==> src/rtl/sayeh_mem_pkg.sv <==
// Shared constants and types for the SAYEH RAM arbiter slice.
package sayeh_mem_pkg;
  localparam int MEM_ADDR_W = 10;
  localparam int MEM_DATA_W = 16;
  localparam int NUM_PORTS  = 2;

  // Port indices: 0 = instruction fetch, 1 = data path.
  localparam logic P0 = 1'b0;
  localparam logic P1 = 1'b1;

  typedef enum logic {
    IDLE   = 1'b0,
    ACCESS = 1'b1
  } arb_state_t;
endpackage

==> src/rtl/mem_arbiter_rr.sv <==
// Stateless 2-way round-robin selector; the last-grant history is held by the caller.
module rr_arbiter2
  import sayeh_mem_pkg::*;
(
  input  logic req0,
  input  logic req1,
  input  logic last_gnt,
  output logic gnt
);
  always_comb begin
    gnt = P0;
    if (req0 && req1) gnt = ~last_gnt;
    else if (req1)    gnt = P1;
  end
endmodule

==> src/rtl/mem_arbiter.sv <==
// Two-port controller sharing the single-port SAYEH RAM: round-robin grant,
// registered strobes, rdy handshake and timeout abort.
module mem_arbiter
  import sayeh_mem_pkg::*;
#(
  parameter int ADDR_W  = MEM_ADDR_W,
  parameter int DATA_W  = MEM_DATA_W,
  parameter int TIMEOUT = 8
) (
  input  logic              clk,
  input  logic              rst_n,
  input  logic              req0,
  input  logic              req1,
  input  logic              we0,
  input  logic              we1,
  input  logic [ADDR_W-1:0] addr0,
  input  logic [ADDR_W-1:0] addr1,
  input  logic [DATA_W-1:0] wdata0,
  input  logic [DATA_W-1:0] wdata1,
  output logic              ack0,
  output logic              ack1,
  output logic              err0,
  output logic              err1,
  output logic [DATA_W-1:0] rdata0,
  output logic [DATA_W-1:0] rdata1,
  output logic [ADDR_W-1:0] mem_addr,
  output logic [DATA_W-1:0] mem_din,
  output logic              mem_nd,
  output logic              mem_we,
  input  logic [DATA_W-1:0] mem_dout,
  input  logic              mem_rdy
);
  localparam int CNT_W = 8;

  logic [NUM_PORTS-1:0]             req, we;
  logic [NUM_PORTS-1:0][ADDR_W-1:0] addr;
  logic [NUM_PORTS-1:0][DATA_W-1:0] wdata;

  assign req   = {req1, req0};
  assign we    = {we1, we0};
  assign addr  = {addr1, addr0};
  assign wdata = {wdata1, wdata0};

  arb_state_t state, state_d;
  logic last_gnt, last_d, cur, cur_d, gnt;
  logic nd_d, we_d;
  logic [ADDR_W-1:0] addr_d;
  logic [DATA_W-1:0] din_d;
  logic [NUM_PORTS-1:0] ack_q, ack_d, err_q, err_d;
  logic [NUM_PORTS-1:0][DATA_W-1:0] rdata_q, rdata_d;
  logic [CNT_W-1:0] cnt, cnt_d;

  rr_arbiter2 u_rr (
    .req0     (req0),
    .req1     (req1),
    .last_gnt (last_gnt),
    .gnt      (gnt)
  );

  always_comb begin
    state_d = state;
    last_d  = last_gnt;
    cur_d   = cur;
    nd_d    = mem_nd;
    we_d    = mem_we;
    addr_d  = mem_addr;
    din_d   = mem_din;
    ack_d   = '0;
    err_d   = '0;
    rdata_d = rdata_q;
    cnt_d   = cnt;
    case (state)
      IDLE: begin
        // Strobes were dropped on the way out of ACCESS, so this cycle always
        // runs with both low and the RAM clears any leftover rdy.
        if (|req) begin
          cur_d   = gnt;
          last_d  = gnt;
          addr_d  = addr[gnt];
          din_d   = wdata[gnt];
          we_d    = we[gnt];
          nd_d    = ~we[gnt];
          cnt_d   = '0;
          state_d = ACCESS;
        end
      end
      ACCESS: begin
        if (mem_rdy) begin
          if (mem_nd) rdata_d[cur] = mem_dout;
          ack_d[cur] = 1'b1;
          nd_d       = 1'b0;
          we_d       = 1'b0;
          state_d    = IDLE;
        end else if (cnt == CNT_W'(TIMEOUT - 1)) begin
          ack_d[cur] = 1'b1;
          err_d[cur] = 1'b1;
          nd_d       = 1'b0;
          we_d       = 1'b0;
          state_d    = IDLE;
        end else begin
          cnt_d = cnt + 1'b1;
        end
      end
      default: state_d = IDLE;
    endcase
  end

  always_ff @(posedge clk) begin
    if (!rst_n) begin
      state    <= IDLE;
      last_gnt <= P1;
      cur      <= P0;
      mem_nd   <= 1'b0;
      mem_we   <= 1'b0;
      mem_addr <= '0;
      mem_din  <= '0;
      ack_q    <= '0;
      err_q    <= '0;
      rdata_q  <= '0;
      cnt      <= '0;
    end else begin
      state    <= state_d;
      last_gnt <= last_d;
      cur      <= cur_d;
      mem_nd   <= nd_d;
      mem_we   <= we_d;
      mem_addr <= addr_d;
      mem_din  <= din_d;
      ack_q    <= ack_d;
      err_q    <= err_d;
      rdata_q  <= rdata_d;
      cnt      <= cnt_d;
    end
  end

  assign ack0   = ack_q[0];
  assign ack1   = ack_q[1];
  assign err0   = err_q[0];
  assign err1   = err_q[1];
  assign rdata0 = rdata_q[0];
  assign rdata1 = rdata_q[1];
endmodule
==> config.mk <==
export PLATFORM = sky130hd
export DESIGN_NAME = mem_arbiter
export DESIGN_NICKNAME = d
export VERILOG_FILES = /design/src/rtl/sayeh_mem_pkg.sv /design/src/rtl/mem_arbiter_rr.sv /design/src/rtl/mem_arbiter.sv
export SDC_FILE = /design/constraint.sdc
export NUM_CORES = 1
export LEC_CHECK = 0
export BUFFER_PORTS_ARGS = -buffer_cell sky130_fd_sc_hd__clkbuf_2
export CORE_MARGIN = 2
export CORE_UTILIZATION = 50
export DETAILED_ROUTE_END_ITERATION = 7
export GPL_TIMING_DRIVEN = 0
export PLACE_DENSITY_LB_ADDON = 0.25
export SYNTH_ARGS = -nofsm -noshare
export SYNTH_HDL_FRONTEND = slang
export SYNTH_SLANG_ARGS = --single-unit
==> constraint.sdc <==
create_clock -name clk -period 3.32 [get_ports clk]
set_input_delay 0.664 -clock clk [delete_from_list [all_inputs] [get_ports clk]]
set_output_delay 0.664 -clock clk [all_outputs]
set_load 0.01 [all_outputs]
==> metrics.csv <==
metric;value;unit
final setup TNS;0;ps
register area share after synthesis;48.6;%
Slew Limit Fails;0;
final setup vio count;0;
crit share post-route;49.3;%
worst path bufs/invs;2;
WS Path Type;reg -> reg;
synth unique cells;50;
register area;1500;um2
port bufs;138;
RSZ-0062 raised after global routing;no;
Cells after DPL;565;
Max Cap Violations;0;
first-pass GRT wire length;12900;um
Clock Path Buffers;2;
status;completed;
Setup Buffers After CTS;0;
synthesized area;3090;um2
initial antenna violation count;0;
Worst path slowest cell;dfxtp_1;
CTS sink cnt;75;
row cnt;28;
Most used DFF post-synth;dfxtp_1;
root buf cell;clkbuf_8;
routability cong.;0.887;
final clock skew;8.30;ps
EDFF count, synth;0;
effective utilization at floorplan;51.8;%
Placed Area;3870;um2
first-pass detailed-route iteration total;4;
ys async rst share;0;%
critical path endpoint category;flip-flop;
Data arrival, critical path;1860;ps
minimum clock period;1640;ps
final wirelength;8130;um
Post-DRT Antenna Nets;0;
worst slew pin tran;560;ps
routed len/inst;14.0;um
FF+latch count, synth;75;
share of layout cells above drive strength 1;33.8;%
largest net degree at the start of global routing;15;
dominant cells by area after synthesis;dfxtp_1 (49%), a21oi_1 (10%), mux2i_1 (9.1%), nand2_1 (8.6%), o21ai_1 (2.6%);
multi-input combinational cell area;1450;um2
Gate Count Post-Synth;352;
Syn Area/Cell;8.77;um2
Core Box Area;5960;um2
CTS Buf Count;9;
clock-pin slew on the worst setup and hold paths;80;ps
CP required;3540;ps
Post-CTS Resized;0;
PD cells;497;nW/um2
CP Cell Sequence;buf_2 -> nand4_1 -> clkbuf_1 -> nand2_1 -> a21oi_1;
nets@finish;577;
FMAX;0.611;GHz
Worst Hold Class;reg -> reg;
CTS H-tree lvls;3;
cts hold-fix bufs;0;
worst-case headroom to the max-slew limit;62.7;%
fin area;4110;um2
Crit Path Max Fanout;10;
DIE AREA;6820;um2
CTS tree;built;
Via density;5.35;
antenna diode count;0;
YS warnings;0;
grt total ovfl;0;
vias;3106;
number of DRC markers in iteration 0;220;
fin util;68.9;%
Fillers;525;
Syn Nets;428;
Final Hold Slack;457;ps
Clock Latency Late Sink;350;ps
Synth area leader;dfxtp_1;
final hold vios;0;
Ports;139;
leakage power;0.00182;uW
vias in the first global route;2912;
area share of the largest cell type after synthesis;48.6;%
crit start category;flip-flop;
Tot GR Track Use;24.5;%
non-filler cells in the finished layout;581;
chip height;82.6;um
DP HPWL;6140;um
CP max stage delay;430;ps
DR DRC count;0;
VDD IR-drop max;0.000284;V
area grow syn2layout;33.0;%
cell family with most CP delay;buffers and inverters;
die width;82.6;um
-- stage by stage --
| step | worst slack (ps) | power, uW |
|---|---|---|
| 2_1_floorplan | 1690 | 1130 |
| 3_3_place_gp | 1380 | 1250 |
| 3_5_place_dp | 1330 | 1250 |
| 6_report | 1680 | 2040 |
| 4_1_cts | 1680 | 2050 |
| 5_1_grt | 1510 | 2130 |
-- kinds of logic (layout without fill, tap and decap cells) --
kind of cell	count (synthesis)	count (layout)	share of synthesized area, %
compound gates	112	112	21.2
fa+ha+maj	1	1	0.405
buf+inv	31	185	4.34
flops	75	75	48.6
mux	28	28	9.08
simple gates	105	105	16.4
-- area by class of cell --
class / count / share of cell area (%)
clock buffer: 10 / 3.35
tap: 75 / 2.29
clock inverter: 6 / 2.35
buffer: 26 / 2.80
inverter: 5 / 0.457
multi-input combinational: 246 / 35.4
sequential: 75 / 36.6
timing repair buffer: 138 / 16.8
-- tightest hold or removal path, cell delays in order (launching register included) --
cell	delay, ps
dfxtp_1	310
nand2_1	50
a21oi_1	50
-- layout by cell type (no fill, tap or decap), drive strengths merged, types with 2 or more instances in the layout --
master	netlist	layout
a21oi	64	64
o31ai	2	2
bufinv	0	2
or4	2	2
clkbuf	15	163
mux2i	28	28
nor4	2	2
nand3	6	6
buf	11	11
nand2	72	72
nor4bb	2	2
a22oi	2	2
o311ai	2	2
inv	5	7
o21ai	29	29
and3	4	4
or3	2	2
nor3b	2	2
and2	2	2
nand4b	4	4
dfxtp	75	75
-- routing by layer --
| metal | share of wire, % | vias up | global-route usage [%] | wire length, um |
|---|---|---|---|---|
| met4 | 2.5 | 0 | 12.1 | 203 |
| li1 | - | 1544 | - | - |
| met5 | 0 | - | 0 | 0 |
| met2 | 49 | 100 | 40.1 | 3990 |
| met1 | 42 | 1444 | 30.3 | 3390 |
| met3 | 6.8 | 18 | 5.87 | 552 |
-- sequential cells by signal, summed over array words and instances, names as in the netlist --
signal	count
rdata0	16
mem_we	1
ack_q	2
cnt	8
cur	1
rdata1	16
mem_din	16
mem_addr	10
err_q	2
state	1
mem_nd	1
last_gnt	1
-- synth_stat cells (all sizes together), types with 4 or more instances --
| master | count |
|---|---|
| nand3 | 6 |
| o21ai | 29 |
| a21oi | 64 |
| clkbuf | 15 |
| dfxtp | 75 |
| mux2i | 28 |
| inv | 5 |
| nand4b | 4 |
| nand2 | 72 |
| buf | 11 |
| and3 | 4 |
-- path summary, 6_finish.rpt --
kind / start / endpoint / slack, ps / depth (start not counted)
setup / recovery: state$_SDFF_PN0_ / rdata1[12]$_SDFFE_PN0P_ / 1680 / 5
setup reg to reg: state$_SDFF_PN0_ / rdata1[12]$_SDFFE_PN0P_ / 1680 / 5
hold / removal: rdata0[4]$_SDFFE_PN0P_ / rdata0[4]$_SDFFE_PN0P_ / 460 / 2
hold reg to reg: rdata0[4]$_SDFFE_PN0P_ / rdata0[4]$_SDFFE_PN0P_ / 460 / 2
-- power breakdown --
part	switching, uW	leakage, uW	internal, uW
clock network	356	0.000115	453
registers	25.5	0.000612	942
logic	149	0.00109	116
Power figures use the tool's default switching activity.
